## src/rtl/inst_fetch_pkg.sv

```systemverilog
// ---------------------------------------------------------------------------
// inst_fetch_pkg : shared CPU constants and fetch FSM encoding. Rev 1.0
// ---------------------------------------------------------------------------
`default_nettype none

package inst_fetch_pkg;

  localparam logic [31:0] RESET_PC = 32'h0000_0000;
  localparam logic [31:0] NOP_INST = 32'h0000_0000;

  typedef enum logic [1:0] {
    ST_REQ  = 2'd0,
    ST_WAIT = 2'd1,
    ST_DROP = 2'd2
  } fetch_state_e;

endpackage : inst_fetch_pkg

`default_nettype wire

```

## src/rtl/inst_fetch.sv

```systemverilog
// ---------------------------------------------------------------------------
// inst_fetch : single-outstanding I-cache fetch with a one-entry buffer. Rev 1.0
// ---------------------------------------------------------------------------
`default_nettype none

module inst_fetch
  import inst_fetch_pkg::*;
(
  input  logic        clk,
  input  logic        rst,
  input  logic        stall_if,
  input  logic        redirect_valid,
  input  logic [31:0] redirect_addr,
  output logic        icache_req,
  output logic [31:0] icache_addr,
  input  logic        icache_ready,
  input  logic        icache_rvalid,
  input  logic [31:0] icache_rdata,
  output logic [31:0] if_inst,
  output logic [31:0] if_cur_instaddress,
  output logic [31:0] if_next_instaddress
);

  fetch_state_e r_state;
  fetch_state_e w_state_nxt;
  logic         r_run;
  logic [31:0]  r_pc;
  logic [31:0]  r_buf_inst;
  logic [31:0]  r_buf_addr;
  logic         r_buf_valid;

  logic         w_consume;
  logic         w_accept;
  logic         w_fill;
  logic [31:0]  w_redir_pc;

  assign w_consume  = r_buf_valid & ~stall_if;
  assign w_redir_pc = redirect_addr & ~32'h3;
  assign w_fill     = (r_state == ST_WAIT) & icache_rvalid & ~redirect_valid;

  // r_run keeps the first request off until the first edge after reset release.
  assign icache_req  = r_run & (r_state == ST_REQ) & (~r_buf_valid | w_consume);
  assign icache_addr = r_pc;
  assign w_accept    = icache_req & icache_ready;

  assign if_inst             = r_buf_valid ? r_buf_inst : NOP_INST;
  assign if_cur_instaddress  = r_buf_valid ? r_buf_addr : 32'h0000_0000;
  assign if_next_instaddress = (r_buf_valid ? r_buf_addr : 32'h0000_0000) + 32'd4;

  always_comb begin
    w_state_nxt = r_state;
    case (r_state)
      ST_REQ: begin
        if (w_accept) w_state_nxt = redirect_valid ? ST_DROP : ST_WAIT;
      end
      ST_WAIT: begin
        if (redirect_valid)     w_state_nxt = icache_rvalid ? ST_REQ : ST_DROP;
        else if (icache_rvalid) w_state_nxt = ST_REQ;
      end
      ST_DROP: begin
        // A stale response arriving alongside a further redirect still retires it.
        if (icache_rvalid) w_state_nxt = ST_REQ;
      end
      default: w_state_nxt = ST_REQ;
    endcase
  end

  always_ff @(posedge clk or posedge rst) begin
    if (rst) begin
      r_state     <= ST_REQ;
      r_run       <= 1'b0;
      r_pc        <= RESET_PC;
      r_buf_inst  <= NOP_INST;
      r_buf_addr  <= 32'h0000_0000;
      r_buf_valid <= 1'b0;
    end else begin
      r_state <= w_state_nxt;
      r_run   <= 1'b1;

      if (redirect_valid) r_pc <= w_redir_pc;
      else if (w_fill)    r_pc <= r_pc + 32'd4;

      if (redirect_valid)  r_buf_valid <= 1'b0;
      else if (w_fill)     r_buf_valid <= 1'b1;
      else if (w_consume)  r_buf_valid <= 1'b0;

      if (w_fill) begin
        r_buf_inst <= icache_rdata;
        r_buf_addr <= r_pc;
      end
    end
  end

endmodule : inst_fetch

`default_nettype wire

```

## config.mk

```make
export PLATFORM = sky130hd
export DESIGN_NAME = inst_fetch
export DESIGN_NICKNAME = d
export VERILOG_FILES = /design/src/rtl/inst_fetch_pkg.sv /design/src/rtl/inst_fetch.sv
export SDC_FILE = /design/constraint.sdc
export NUM_CORES = 1
export LEC_CHECK = 0
export ABC_AREA = 1
export ABC_CLOCK_PERIOD_IN_PS = 3650
export CORE_MARGIN = 3
export CORE_UTILIZATION = 45
export DETAILED_ROUTE_END_ITERATION = 7
export PLACE_DENSITY = 0.91
export SLEW_MARGIN = 40
export SYNTH_ARGS = -nofsm -noshare
export SYNTH_HDL_FRONTEND = slang
export SYNTH_SLANG_ARGS = --single-unit
```

## constraint.sdc

```tcl
create_clock -name clk -period 3.65 [get_ports clk]
set_clock_uncertainty 0.1 [all_clocks]
set_input_delay 0.73 -clock clk [delete_from_list [all_inputs] [get_ports clk]]
set_output_delay 0.73 -clock clk [all_outputs]
set_load 0.005 [all_outputs]
```

==> impl_metrics.ini, run 1 <==
[route]
ant_nets = 0
wirelength_mm = 18.6
wire_per_inst_um = 14.9
vias_per_cell = 5.02
route.vias.total = 6251
dr.pass1.iters = 6
drc = 0
drtIter0Drc = 689

[timing]
hold_viol = 0
min_period_ps = 3440
worst_pin_slew_ps = 767
worst_slack_ps = 209
drv_slew = 0
final-setup-viol-count = 0
finalSetupTns_ps = 0
relSlewSlack_pct = 48.8
grt_setup_unrepaired = no
worst_hold_slack_ps = 379
clock.fmax_ghz = 0.291
period_share_pct = 94.3

[final_layout]
syn_to_final_growth_pct = 39.0
final_nets = 1141
layout_commonest_cell = nand2_1
antenna_cells = 0
final_cells = 1245
final_cell_mix = 315 x nand2_1, 190 x clkdlybuf4s50_1, 126 x inv_1
layout-drive-gt1-share_pct = 6.80

[flow_run]
cap_violations = 0

[synth]
synthesis.area_mm2 = 0.00601
syn_avg_cell_area_um2 = 6.76
synth-seq-cells = 96
synth_cells = 889
synth.area.top_cells = dfrtp_1 40%, nand2_1 20%, inv_1 7.9%
yosys_warnings = 0
ys_seq_area_share_pct = 40.0
synth_cell_types = 37
yosysTopAreaCellShare_pct = 40.0
yosysTopAreaCell = dfrtp_1

[global_routing]
grt_pass1_wl_mm = 29.5
antenna_found_initial = 0
overflow = 0
grt_max_degree = 89
grt_pass1_vias = 5936
grt_usage_pct = 24.8

[worst_hold_path]
min-delay-path-class = reg2reg
hold_depth = 2

[clock_tree]
root_buffer = clkbuf_16
path_clk_slew_ps = 70
cts_buffers = 9
cts_tree = done
clock_path_buffers = 2
cts_setup_buffers = 0
clock_latency_ps = 340
cts_resized = 0
cts_hold_buf = 0
h-tree-depth = 3
clock-sinks = 96

[placement]
gp_congestion = 0.911
pre_cts_ws_ps = 562
placed_cells = 1229
dp_hpwl_mm = 13.9
port_buffers = 190

[setup_path]
required_ps = 2820
critPathMaxFanout = 28
crit_path_end_kind = output port
cp-start-kind = register
crit_type = reg2out
r2r_cells = 7
crit_arrival_ps = 2610

[floorplan]
fp.dieW_um = 122
coreArea_mm2 = 0.0128
die_area_mm2 = 0.0148
std_cell_rows = 41
die_y_um = 122
io_pins = 199
initial_utilization_pct = 46.8

[power]
p_leak_nw = 4.16
power_density_mw_per_mm2 = 475
vdd.ir_drop.worst_uv = 296

[outcome]
status = finished clean
## Yosys cell counts, drive strengths merged
master,n
xor2,25
o221ai,1
buf,28
a22o,2
clkbuf,6
nand2,327
o2111ai,2
a21oi,10
o21ai,31
inv,135
o21a,1
nor3,16
dfrtp,96
ha,2
xnor2,1
a31oi,1
nand3b,10
a22oi,1
nor2,115
conb,2
o211ai,6
or2,1
nand3,60
o21bai,2
nand4,8
## sequential cells by signal, summed over array words and instances (netlist names)
signal	cells
icache_addr	30
r_buf_addr	30
r_buf_inst	32
r_buf_valid	1
r_run	1
r_state	2
## worst paths after layout
check,slack [ps],end,startpoint
setup / recovery,210,if_next_instaddress[26],r_buf_valid
hold / removal,380,r_buf_inst[19],r_buf_inst[19]
setup reg to reg,1430,icache_addr[14],r_state[0]
hold reg to reg,380,r_buf_inst[19],r_buf_inst[19]
max in group asynchronous,2220,icache_addr[15],rst
min in group asynchronous,650,r_buf_inst[5],rst
## stage by stage
step	power, mW	instance area [um2]	util (%)
finish	3.97	8350	65.1
global route	4.22	8350	65.1
CTS	3.96	8330	64.9
detailed placement	3.00	8030	62.6
global placement	2.94	8030	62.6
floorplan	2.41	6030	-
## worst max-delay path, cell delays in order, from the launching register on
cell and delay, ps:
dfrtp_2 510, buf_12 240, nand2_1 130, nor2_1 160, nand2_1 130, nor2_1 250
nand3_1 160, xor2_1 170, clkdlybuf4s50_1 520
## power by group
| part | total, mW | internal (mW) | switching (mW) |
|---|---|---|---|
| logic | 1.22 | 0.581 | 0.636 |
| registers | 1.79 | 1.45 | 0.343 |
| clock network | 0.958 | 0.549 | 0.409 |
## layer usage
metal	track usage [%]	wire length, um
met4	6.37	313
met3	3.95	1430
met1	35.2	8020
met2	39.9	8810
met5	0	0
## area by class of cell
cell class,count,area [um2]
tap,172,215
multi-input combinational,629,2920
fill,1098,4470
timing repair buffer,198,2010
inverter,135,512
clock buffer,11,243
clock inverter,4,53.8
sequential,96,2400
## kinds of logic after synthesis
family,count (synthesis),synth area share [%]
and+or+nand+nor,537,38.4
buffers and inverters,169,11.7
DFF,96,40.0
AOI/OAI and AO/OA,57,5.50
xor gates and xnor gates,26,3.79
adders and majority gates,2,0.416
other,2,0.125
(Power assumes the default switching activity.)
==> inputs of run 2 (changes only) <==
- ABC_CLOCK_PERIOD_IN_PS: 3650 -> 4500
- clock period: 3.65 -> 4.5 ns (I/O delays scaled with it)
==> impl_metrics.ini, run 2 (synthesis gave the netlist of run 1 again) <==
[outcome]
status = finished clean

[setup_path]
path_cells = buf_4 > nand2_1 > nor2_1 > nand3b_1 > nor2_1 > nand3_1 > nand2_1 > clkdlybuf4s50_1
crit_path_end_kind = output port
crit_family = buffers and inverters
crit_type = reg2out
reg2reg_slack_ps = 2210
cp_num_cells = 8
cp_slowest_cell = dfrtp_2
r2r_cells = 7
crit_arrival_ps = 2910
slowest_delay_ps = 730
crit_path_start = r_buf_valid
r2r-start = r_state[0]
crit_end = if_next_instaddress[29]
required_ps = 3500
r2r-end = icache_addr[14]
critPathMaxFanout = 38
cp_num_buf_inv = 2
cp-start-kind = register

[global_routing]
grt_pass1_vias = 6094
overflow = 0
grt_max_degree = 89
antenna_found_initial = 0
grt_pass1_wl_mm = 30.0
grt_usage_pct = 25.5

[floorplan]
std_cell_rows = 41
io_pins = 199
coreArea_mm2 = 0.0128
fp.dieW_um = 122
die_y_um = 122
die_area_mm2 = 0.0148
initial_utilization_pct = 46.8

[timing]
worst_slack_ps = 590
clock.fmax_ghz = 0.256
final-setup-viol-count = 0
period_share_pct = 86.9
grt_setup_unrepaired = no
min_period_ps = 3910
finalSetupTns_ps = 0
worst_hold_slack_ps = 381
worst_pin_slew_ps = 687
drv_slew = 0
relSlewSlack_pct = 54.2
hold_viol = 0

[route]
wirelength_mm = 18.6
route.vias.total = 6264
vias_per_cell = 5.04
dr.pass1.iters = 7
drtIter0Drc = 553
drc = 0
wire_per_inst_um = 14.9
ant_nets = 0

[clock_tree]
clock_path_buffers = 2
cts_buffers = 9
cts_resized = 0
cts_hold_buf = 0
cts_setup_buffers = 0
clock-sinks = 96
h-tree-depth = 3
clock_latency_ps = 350
path_clk_slew_ps = 70
cts_tree = done
root_buffer = clkbuf_16

[final_layout]
final_cell_mix = 315 x nand2_1, 190 x clkdlybuf4s50_1, 126 x inv_1
antenna_cells = 0
final_cells = 1244
final_nets = 1139
layout_commonest_cell = nand2_1
fillers = 1108
layout-drive-gt1-share_pct = 6.81
syn_to_final_growth_pct = 38.6
top_register = r_buf_inst
largest_reg_flops = 32

[placement]
dp_hpwl_mm = 14.1
placed_cells = 1228
pre_cts_ws_ps = 984
port_buffers = 190
gp_congestion = 0.902

[power]
vdd.ir_drop.worst_uv = 277
p_leak_nw = 4.15
power_density_mw_per_mm2 = 393

[flow_run]
cap_violations = 0

[worst_hold_path]
min-delay-path-class = reg2reg
[run 2: where the power goes]
part	internal, mW	switching (mW)	total, mW
clock	0.494	0.352	0.846
sequential	1.18	0.284	1.46
combinational	0.460	0.506	0.966
total	2.13	1.14	3.27
[run 2: area by class of cell]
type	instances	area, um2	area share (%)
clock inverter	7	101	1.22
timing repair buffer	196	1950	23.4
inverter	135	510	6.13
tap	172	215	2.58
sequential	96	2400	28.9
multi-input combinational	629	2920	35.1
clock buffer	9	225	2.71
[run 2: stage by stage]
step	utilization (%)	cell area, um2	power [mW]
floorplan	-	6030	1.95
global placement	62.3	7990	2.37
detailed placement	62.3	7990	2.42
CTS	64.9	8320	3.28
global route	64.9	8330	3.49
finish	64.9	8330	3.27
[run 2: per-layer routing]
layer	global-route usage, %	share of wire (%)
met1	33.7	43
met2	41.9	47
met3	4.69	7.1
met4	9.80	3.4
met5	0	0
[run 2: worst register-to-register path, delay by kind of cell (launching register included)]
kind                   cells  cell delay, ps
DFF                        1             420
AOI/OAI and AO/OA          2             420
and+or+nand+nor            3             700
buffers and inverters      2             560
[run 2: how the worst min path moves through the flow]
stage	from	end	slack (ps)	depth (start not counted)
CTS	r_buf_inst[30]	r_buf_inst[30]	380	2
detailed placement	r_buf_inst[30]	r_buf_inst[30]	370	2
global placement	r_buf_inst[7]	r_buf_inst[7]	360	2
floorplan	r_buf_inst[18]	r_buf_inst[18]	350	2
finish	r_buf_inst[23]	r_buf_inst[23]	380	2
global route	r_buf_addr[8]	r_buf_addr[8]	410	2
==> inputs of run 3 (changes only) <==
- CORE_ASPECT_RATIO: default -> 0.5
- SETUP_SLACK_MARGIN: default -> 0.15
==> impl_metrics.ini, run 3 (synthesis gave the netlist of run 1 again) <==
[global_routing]
antenna_found_initial = 0
grt_max_degree = 89
grt_pass1_wl_mm = 30.9
grt_usage_pct = 26.1
grt_pass1_vias = 6187
overflow = 0

[setup_path]
path_cells = buf_4 > nand2_1 > nor2_1 > nand2_1 > nor2_2 > inv_2 > nor2_1 > nand3_1 > nand2_1 > clkdlybuf4s50_1
r2r_cells = 7
crit_type = reg2out
crit_path_end_kind = output port
cp-start-kind = register
path_common_cell = nand2_1
reg2reg_slack_ps = 2180
cp_num_buf_inv = 3
r2r-start = r_state[0]
crit_arrival_ps = 3110
cp_slowest_cell = dfrtp_2
critPathMaxFanout = 26
slowest_delay_ps = 660
r2r-end = icache_addr[14]
crit_family = simple AND/OR/NAND/NOR gates
required_ps = 3500

[final_layout]
antenna_cells = 0
syn_to_final_growth_pct = 38.2
top_register = r_buf_inst
layout_commonest_cell = nand2_1
largest_reg_flops = 32
final_nets = 1140
final_cell_mix = 315 x nand2_1, 190 x clkdlybuf4s50_1, 126 x inv_1
fillers = 1054
final_area_mm2 = 0.00830
layout-drive-gt1-share_pct = 6.71

[worst_hold_path]
hold-path-endpoint = r_buf_inst[27]
min-delay-path-class = reg2reg
hold_depth = 2
hold_start = r_buf_inst[27]

[clock_tree]
cts_setup_buffers = 0
cts_tree = done
path_clk_slew_ps = 70
cts_hold_buf = 0
cts_buffers = 9
clock_path_buffers = 2
h-tree-depth = 3
clock_latency_ps = 340
cts_resized = 0
clock-sinks = 96
root_buffer = clkbuf_16

[placement]
dp_hpwl_mm = 14.5
port_buffers = 190
gp_congestion = 1.01
place_area_mm2 = 0.00800

[route]
route.vias.total = 6507
drc = 0
ant_nets = 0
wirelength_mm = 19.5
wire_per_inst_um = 15.7
drtIter0Drc = 828
vias_per_cell = 5.23
dr.pass1.iters = 6

[floorplan]
std_cell_rows = 29
die_area_mm2 = 0.0149
fp.dieW_um = 169
coreArea_mm2 = 0.0128
io_pins = 199
initial_utilization_pct = 46.8
die_y_um = 87.7

[power]
p_total_mw = 3.25
power_density_mw_per_mm2 = 391
vdd.ir_drop.worst_uv = 219
p_leak_nw = 4.15

[timing]
finalSetupTns_ps = 0
grt_setup_unrepaired = no
drv_slew = 0
relSlewSlack_pct = 48.8
period_share_pct = 91.2
min_period_ps = 4110
final-setup-viol-count = 0
worst_pin_slew_ps = 767
clock.fmax_ghz = 0.244
hold_viol = 0

[outcome]
status = finished clean

[flow_run]
cap_violations = 0
## run 3: worst max path at each step
stage	depth (start not counted)	from	slack, ps	to
after floorplan	1	rst	990	icache_addr[10]
after global placement	7	redirect_valid	890	icache_addr[16]
after detailed placement	7	redirect_valid	880	icache_addr[16]
after CTS	10	r_buf_valid	470	if_next_instaddress[29]
after global routing	10	r_buf_valid	200	if_next_instaddress[29]
final	10	r_buf_valid	390	if_next_instaddress[29]
## run 3: layout make-up
type                    count  area (um2)  share of cell area (%)
flip-flops and latches     96        2400                    29.0
clock buffers              12         246                    2.97
well taps                 170         213                    2.56
multi-input cells         629        2920                    35.2
clock inverters             4        52.6                   0.633
repair buffers            197        1960                    23.6
inverters                 135         509                    6.13
## run 3: layer usage
layer	up-vias	share of wire [%]	track usage, %
met5	-	0	0
met4	0	2.9	9.20
met3	65	8.5	4.73
met2	389	48	44.6
met1	2998	41	34.0
li1	3055	-	-
## run 3: worst min-delay path: stages (launching register included)
cell and delay [ps]:
dfrtp_1 340, nand2_1 50, nand2_1 60
## run 3: power by group
| part | total (mW) | switching, mW | internal [mW] |
|---|---|---|---|
| Clock | 0.782 | 0.332 | 0.450 |
| Sequential | 1.48 | 0.300 | 1.18 |
| Combinational | 0.986 | 0.525 | 0.461 |
## run 3: stage by stage
step	hold WS [ps]	cells	util [%]	setup WS (ps)
after floorplan	349	894	-	995
after global placement	361	1227	62.3	893
after detailed placement	365	1227	62.3	882
after CTS	382	1243	64.6	474
after global routing	402	1243	64.6	199
final	376	1243	64.6	394
